$ cat src/rtl/hit_counter.sv
// Counts debounced ship-hit events with a frame-based invulnerability window
// after each counted hit. The count saturates and holds until a new-game clear.
module hit_counter #(
  parameter int MAX_COUNT       = 15,
  parameter int COOLDOWN_FRAMES = 60
) (
  input  logic       pclk,
  input  logic       rst,
  input  logic       clear,
  input  logic       hit_in,
  input  logic       frame_tick,
  output logic [3:0] signal_counter,
  output logic       hit_pulse,
  output logic       invulnerable,
  output logic       saturated
);

  localparam logic [3:0] MAX_C   = 4'(MAX_COUNT);
  localparam logic [7:0] CD_LOAD = 8'(COOLDOWN_FRAMES);

  typedef enum logic {
    READY    = 1'b0,
    COOLDOWN = 1'b1
  } state_t;

  state_t     state_reg, state_next;
  logic [7:0] cooldown_reg, cooldown_next;
  logic [3:0] count_next;
  logic       pulse_next;
  logic       inv_next;
  logic       sat_next;
  logic       hit_in_d;
  logic       rise;

  assign rise = hit_in & ~hit_in_d;

  always_comb begin
    state_next    = state_reg;
    cooldown_next = cooldown_reg;
    count_next    = signal_counter;
    pulse_next    = 1'b0;
    inv_next      = invulnerable;

    if (clear) begin
      state_next    = READY;
      cooldown_next = 8'd0;
      count_next    = 4'd0;
      inv_next      = 1'b0;
    end else begin
      case (state_reg)
        READY: begin
          // A tick in the same cycle as the hit is ignored: the window loads full.
          if (rise) begin
            count_next    = (signal_counter >= MAX_C) ? MAX_C : signal_counter + 4'd1;
            pulse_next    = 1'b1;
            cooldown_next = CD_LOAD;
            inv_next      = 1'b1;
            state_next    = COOLDOWN;
          end
        end
        COOLDOWN: begin
          if (frame_tick) begin
            if (cooldown_reg == 8'd1) begin
              cooldown_next = 8'd0;
              inv_next      = 1'b0;
              state_next    = READY;
            end else begin
              cooldown_next = cooldown_reg - 8'd1;
            end
          end
        end
        default: state_next = READY;
      endcase
    end

    sat_next = (count_next == MAX_C);
  end

  always_ff @(posedge pclk) begin
    if (rst) begin
      state_reg      <= READY;
      cooldown_reg   <= 8'd0;
      signal_counter <= 4'd0;
      hit_pulse      <= 1'b0;
      invulnerable   <= 1'b0;
      saturated      <= 1'b0;
      hit_in_d       <= 1'b0;
    end else begin
      state_reg      <= state_next;
      cooldown_reg   <= cooldown_next;
      signal_counter <= count_next;
      hit_pulse      <= pulse_next;
      invulnerable   <= inv_next;
      saturated      <= sat_next;
      // Sampled even during clear so a level held through clear is not recounted.
      hit_in_d       <= hit_in;
    end
  end

endmodule

$ cat config.mk
export PLATFORM = sky130hd
export DESIGN_NAME = hit_counter
export DESIGN_NICKNAME = d
export VERILOG_FILES = /design/src/rtl/hit_counter.sv
export SDC_FILE = /design/constraint.sdc
export NUM_CORES = 1
export LEC_CHECK = 0
export CORE_MARGIN = 1.5
export CORE_UTILIZATION = 46
export DETAILED_ROUTE_END_ITERATION = 8
export GPL_ROUTABILITY_DRIVEN = 1
export GPL_TIMING_DRIVEN = 1
export HOLD_SLACK_MARGIN = 0.03
export PLACE_DENSITY = 0.72
export SETUP_SLACK_MARGIN = 0.15
export SYNTH_ARGS = -nofsm -noshare
export SYNTH_HDL_FRONTEND = slang
export SYNTH_SLANG_ARGS = --single-unit
$ cat constraint.sdc
create_clock -name pclk -period 1.7 [get_ports pclk]
set_clock_uncertainty 0.2 [all_clocks]
set_input_delay 0.17 -clock pclk [delete_from_list [all_inputs] [get_ports pclk]]
set_output_delay 0.17 -clock pclk [all_outputs]
set_load 0.03 [all_outputs]
==> results by group, run 1 <==
CTS
  • Clk_lat worst skew: 0.29 ns
  • CTS clk-pin slew, worst paths: ~0.1 ns
  • Num CTS Buffers: 3
  • # clock sinks: 17
  • H-tree levels: 1
  • Post-CTS Setup Repair Bufs: 0
  • CTS root buffer: clkbuf_4
  • CTS tree: built
  • Maximum clock path buffer count: 2

Worst setup path
  • Reg2Reg Capture Point: cooldown_reg[2]
  • Reg2Reg Depth: 6
  • CP startpoint: cooldown_reg[1]
  • Reg2reg start: cooldown_reg[1]
  • Launching element type of the critical path: flop
  • WP data required: 1.69 ns
  • Crit path DAT: about 1.7 ns
  • CP max FO: 3
  • R2R setup slack: -0.03 ns
  • CP Class: flop to flop
  • CP Capture Type: flop

Timing
  • Max Freq: 0.577 GHz
  • Crit share post-route: 1.02
  • Fin Setup TNS: -0.0456 ns
  • Rel. slew slack: 0.787
  • Final hold slack: 0.266 ns
  • Finish-stage setup viols: 2
  • RSZ-0062 raised after global routing: yes
  • Measured slew at the worst slew-check pin: approximately 0.32 ns
  • Fin worst setup slack: -0.0318 ns
  • Final min period: around 1.7 ns
  • Final Max Tran Viols: 0
  • Final Hold Violating Endpoints: 0

Drt
  • Post-DRT Antenna Nets: 0
  • WL/cell: around 14 microns
  • First drt pass iteration count: 4
  • Via count: 833
  • Vias per cell: ~5.6
  • DRC: 0
  • Routed Wire Length: 2040 microns
  • DRT iter0 DRCs: 35

Hold path
  • Endpoint of the worst hold path: invulnerable
  • Hold Startpoint: invulnerable
  • Worst hold path class: flop to flop
  • Worst hold path depth: 2

Yosys
  • Syn nets: around 100
  • Ys Warns: 0
  • Share of the synthesized area in the top cell type: 0.401
  • Yosys reg bits: 17
  • Cells after Synth: 95
  • Synth unique cells: 38
  • Post-synth EDFFs: 0
  • Synth Flop Type: dfxtp_1
  • Cell area after synthesis: 850 sq um
  • Synth area leaders: dfxtp_1 (40%), a21oi_1 (5.9%), nor2_1 (4.9%), ha_1 (4.4%), nand3_1 (2.9%)
  • Synth async-reset ratio: 0
  • Register area share after synthesis: 0.401
  • Leading area contributor after synthesis: dfxtp_1
  • Post-Syn Area per Cell: 8.94 sq um

Cells and area
  • Layout cell share with drive strength beyond 1: 0.366
  • Synth-to-layout area growth: 39.3%
  • Largest register FFs: 8
  • Non-filler cells in the finished layout: 148
  • # nets final: ~130
  • Diodes inserted: 0
  • Fill cell count: 151

Die
  • Die Height: 46.0 microns
  • Ports: 12
  • Die W: 46.0 microns
  • Starting Density: 0.492
  • Cell row count: 15
  • Core area: 0.00173 sq mm
  • Die area: 0.00211 sq mm

Status
  • Status: finished, violations left
  • Failing checks: setup timing

Place
  • Inst Count DP: 144
  • DP HPWL: 1400 microns
  • Post-Place Setup Slack: -0.179 ns
  • IO buf count: 11
  • RePlAce Congestion: 0.858

Global route
  • First-pass GRT wire length: 3240 microns
  • Total gr overflow: 0
  • Largest net degree at the start of global routing: 12
  • Initial antenna violation count: 0
  • Total GRT Usage: 0.211
  • Vias in the first global route: 721

Pwr
  • Leakage: 0.493 nW
  • Maximum VDD drop: 0.548 mV
  • Power per cell area: 661 mW/mm^2

Run
  • Max-Cap Viols: 0
-- layer usage --
metal / track usage / vias up / wire [microns] / share of wire
li1: - / 408 / - / -
met1: 0.281 / 391 / 894 / 0.44
met2: 0.339 / 30 / 1020 / 0.50
met3: 0.0357 / 4 / 101 / 0.050
met4: 0.0743 / 0 / 25 / 0.012
met5: 0 / - / 0 / 0
-- metrics by stage --
| step | utilization | total power, mW | instance area (sq um) |
|---|---|---|---|
| 2_1_floorplan | - | 0.505 | 855 |
| 3_3_place_gp | 0.637 | 0.561 | 1100 |
| 3_5_place_dp | 0.637 | 0.564 | 1100 |
| 4_1_cts | 0.664 | 0.780 | 1150 |
| 5_1_grt | 0.686 | 0.824 | 1180 |
| 6_report | 0.686 | 0.782 | 1180 |
-- logic make-up after synthesis --
family	Yosys count	share of synthesized area
AND/OR/NAND/NOR	40	0.298
AO/OA/AOI/OAI	25	0.199
flip-flops	17	0.401
buffers and inverters	8	0.0368
adder cells (fa/ha/maj)	3	0.0442
XOR/XNOR	1	0.0103
multiplexers	1	0.0118
-- worst max-delay path, stage by stage, from the launching register on --
cell	delay [ns]
dfxtp_2	0.34
inv_2	0.06
ha_4	0.11
or4b_4	0.50
nor4_4	0.19
or3_4	0.18
a21oi_2	0.04
-- worst max path at each step --
| stage | endpoint | slack [ns] |
|---|---|---|
| floorplan | cooldown_reg[2] | 0.08 |
| global placement | cooldown_reg[4] | -0.16 |
| detailed placement | cooldown_reg[4] | -0.18 |
| CTS | cooldown_reg[5] | -0.02 |
| global route | cooldown_reg[2] | -0.06 |
| finish | cooldown_reg[2] | -0.03 |
-- where the power goes --
part / internal, mW / leakage, nW / switching, mW / total, mW
clock: 0.0874 / 0.0177 / 0.129 / 0.216
combinational: 0.0678 / 0.334 / 0.0742 / 0.142
sequential: 0.411 / 0.141 / 0.0130 / 0.424
total: 0.566 / 0.493 / 0.216 / 0.782
-- repair_timing --
item | CTS | global route
cloned | 0 | 0
endpoints found under the hold margin | 0 | 0
endpoints found under the setup margin | 16 | 10
hold buffers | 0 | 0
pin swaps | 4 | 5
gates resized for setup | 13 | 10
-- cell usage in the layout (no fill, tap or decap), types with 2 or more instances in the layout --
| cell type | Yosys | final |
|---|---|---|
| inv_1 | 6 | 5 |
| a21oi_2 | 1 | 3 |
| nand3_1 | 5 | 5 |
| nand2_1 | 3 | 3 |
| buf_4 | 0 | 15 |
| nor2_1 | 11 | 11 |
| dfxtp_1 | 17 | 12 |
| a211o_1 | 2 | 2 |
| a21oi_1 | 10 | 8 |
| nor3_1 | 5 | 3 |
| o22ai_1 | 2 | 2 |
| o21ai_0 | 2 | 2 |
| a31oi_1 | 2 | 2 |
| dfxtp_2 | 0 | 4 |
| clkbuf_4 | 0 | 3 |
| dlygate4sd2_1 | 0 | 6 |
| clkdlybuf4s50_1 | 0 | 4 |
| nor3_2 | 0 | 2 |
-- Yosys cell counts (all sizes together) (2+ instances only) --
| library cell | instances |
|---|---|
| a31oi | 2 |
| or4 | 2 |
| nor2b | 2 |
| nand3 | 5 |
| a21oi | 11 |
| nor2 | 11 |
| nor3 | 5 |
| a211o | 2 |
| nand2 | 4 |
| inv | 6 |
| o22ai | 2 |
| dfxtp | 17 |
| o21ai | 3 |
| ha | 3 |
-- area by class of cell --
cell class	count	area, sq um	area share
tap	25	31.3	0.0264
sequential	17	349	0.295
timing repair buffer	26	216	0.183
inverter	6	22.5	0.0190
clock inverter	1	5.00	0.00423
multi-input combinational	70	537	0.453
clock buffer	3	22.5	0.0190
No activity file was read; power rests on OpenSTA's default activity.
==> run 2, diff against run 1 <==
Settings changed: GPL_TIMING_DRIVEN 1 to 0.
==> results by group, run 2 (synthesis gave the netlist of run 1 again) <==
Status
  • Status: finished, violations left
  • Failing checks: setup timing

Timing
  • Final Max Tran Viols: 0 (unchanged)
  • Max Freq: 0.576 GHz (-0.29%)
  • Fin worst setup slack: -0.0368 ns (-0.00506 ns)
  • Finish-stage setup viols: 3 (+1)
  • RSZ-0062 raised after global routing: yes
  • Crit share post-route: 1.02 (+0.00298)
  • Fin Setup TNS: -0.0776 ns (-0.0320 ns)
  • Final min period: 1.74 ns (+0.00506 ns)
  • Final hold slack: 0.0224 ns (-0.244 ns)
  • Final Hold Violating Endpoints: 0 (unchanged)
  • Measured slew at the worst slew-check pin: 0.499 ns (+0.181 ns)
  • Rel. slew slack: 0.667 (-0.120)

Global route
  • First-pass GRT wire length: 3200 microns (-1.1%)
  • Total gr overflow: 0 (unchanged)
  • Initial antenna violation count: 0 (unchanged)
  • Largest net degree at the start of global routing: 11 (-1)
  • Vias in the first global route: 742 (+2.9%)
  • Total GRT Usage: 0.211 (+0.000340)

Place
  • IO buf count: 11 (unchanged)
  • Inst Count DP: 131 (-9.0%)
  • DP HPWL: 1260 microns (-10%)
  • RePlAce Congestion: 0.796 (-7.2%)
  • Post-Place Setup Slack: -0.332 ns (-0.152 ns)

Drt
  • Via count: 805 (-3.4%)
  • Vias per cell: 5.63 (about the same)
  • Routed Wire Length: 1930 microns (-5.3%)
  • DRC: 0 (unchanged)
  • First drt pass iteration count: 4 (unchanged)
  • Post-DRT Antenna Nets: 0 (unchanged)
  • DRT iter0 DRCs: 26 (-26%)
  • WL/cell: 13.5 microns (-2.0%)

Pwr
  • Int Pwr: 561 uW (-0.84%)
  • Reg power frac: 0.558 (+0.016)
  • Switching pwr: 211 uW (-2.5%)
  • Power per cell area: 663 mW/mm^2 (+0.30%)
  • Switching Fraction: 0.273 (-0.00334)
  • Gate power share: 0.157 (-0.025)
  • Leakage: 0.454 nW (-7.8%)
  • Maximum VDD drop: 0.633 mV (+16%)
  • Clk pwr share: 0.284 (+0.008)

CTS
  • H-tree levels: 1 (unchanged)
  • Num CTS Buffers: 3 (unchanged)
  • Clk_lat worst skew: 0.29 ns (about the same)
  • # clock sinks: 17 (unchanged)
  • CTS root buffer: clkbuf_4
  • CTS tree: built
  • Maximum clock path buffer count: 2 (unchanged)
  • CTS clk-pin slew, worst paths: 0.10 ns (about the same)

Cells and area
  • Non-filler cells in the finished layout: 143 (-3.4%)
  • # nets final: 127 (-3.8%)
  • Fill cell count: 158 (+4.6%)
  • Commonest non-fill, non-tap cells in the layout: nor2_1 (10), a21oi_1 (10), dfxtp_1 (10)
  • Synth-to-layout area growth: 37.1%
  • Largest register FFs: 8 (unchanged)
  • Layout cell share with drive strength beyond 1: 0.297 (-0.0692)
  • Diodes inserted: 0 (unchanged)
  • Final cell utilization of the core: 0.675 (-0.0109)

Die
  • Die W: 46.0 microns (unchanged)
  • Core area: 0.00173 sq mm (unchanged)
  • Die area: 0.00211 sq mm (unchanged)
  • Die Height: 46.0 microns (unchanged)
  • Ports: 12 (unchanged)
  • Cell row count: 15 (unchanged)
  • Starting Density: 0.492 (unchanged)

Worst setup path
  • Launching element type of the critical path: flop
  • Cells along the critical path: inv_2 -> ha_4 -> or4b_4 -> nor4_4 -> or3_1 -> a21oi_1
  • Max stage delay on crit path: 0.50 ns (about the same)
  • WP data required: 1.66 ns (-0.03 ns)
  • CP Capture Type: flop
  • Crit path DAT: 1.70 ns (-0.02 ns)
  • CP max FO: 3 (unchanged)
  • CP Class: flop to flop
  • Critical-path cell with the highest stage delay: or4b_4

Run
  • Max-Cap Viols: 0 (unchanged)

Hold path
  • Worst hold path class: input pin to flop
==> run 2: changes by cell type in the layout (fill, tap and decap cells not counted), sizes merged <==
cell           previous run  this run
dlygate4sd2               6         4
clkinv                    1         0
dlymetal6s2s              0         1
clkbuf                    3         5
clkdlybuf4s50             4         3
buf                      15         8
dlygate4sd3               0         1
clkdlybuf4s15             1         3
==> run 2: per-stage QoR <==
stage / cell area, sq um / total power [mW]
floorplan: 855 / 0.505
global placement: 996 / 0.539
detailed placement: 996 / 0.541
CTS: 1100 / 0.767
global route: 1160 / 0.808
finish: 1160 / 0.772
==> run 2: power groups by stage <==
stage	Sequential, mW	Clock (mW)	Combinational [mW]
global placement	0.439	0	0.0996
floorplan	0.445	0	0.0601
global route	0.433	0.243	0.132
finish	0.431	0.219	0.121
CTS	0.430	0.226	0.112
detailed placement	0.440	0	0.101
==> run 2: final cells by class <==
| class | instances | area [sq um] | area share |
|---|---|---|---|
| inverter | 6 | 22.5 | 0.0193 |
| multi-input combinational | 70 | 534 | 0.459 |
| buffer | 2 | 15.0 | 0.0129 |
| clock buffer | 4 | 26.3 | 0.0226 |
| tap | 25 | 31.3 | 0.0269 |
| timing repair buffer | 19 | 179 | 0.154 |
| sequential | 17 | 357 | 0.306 |
==> run 2: final timing paths <==
path	from	endpoint	slack (ns)	cells past startpoint
max	cooldown_reg[1]	cooldown_reg[2]	-0.04	6
max reg2reg	cooldown_reg[1]	cooldown_reg[2]	-0.04	6
min reg2reg	invulnerable	invulnerable	0.27	2
min	hit_in	state_reg	0.02	3
==> run 2: what timing repair did <==
action                                 4_1_cts  5_1_grt
hold buffers                                 0        1
resized for setup                           18       14
endpoints found under the hold margin        0        1
setup endpoints to repair                   19       12
pin swaps                                    4        9
buffers inserted                             7        0
==> run 2: worst max-delay path, delay by kind of cell, from the launching register on <==
kind / cells / cell delay (ns)
AO/OA/AOI/OAI: 1 / 0.05
AND/OR/NAND/NOR: 3 / 0.84
buffers and inverters: 1 / 0.07
adder cells (fa/ha/maj): 1 / 0.11
flip-flops: 1 / 0.33
==> run 2: metal layers <==
layer	GRT usage	vias up	share of wire	routed length (microns)
li1	-	397	-	-
met1	0.270	384	0.45	863
met2	0.331	22	0.51	981
met3	0.0357	2	0.037	71
met4	0.120	0	0.0078	15
met5	0	-	0	0
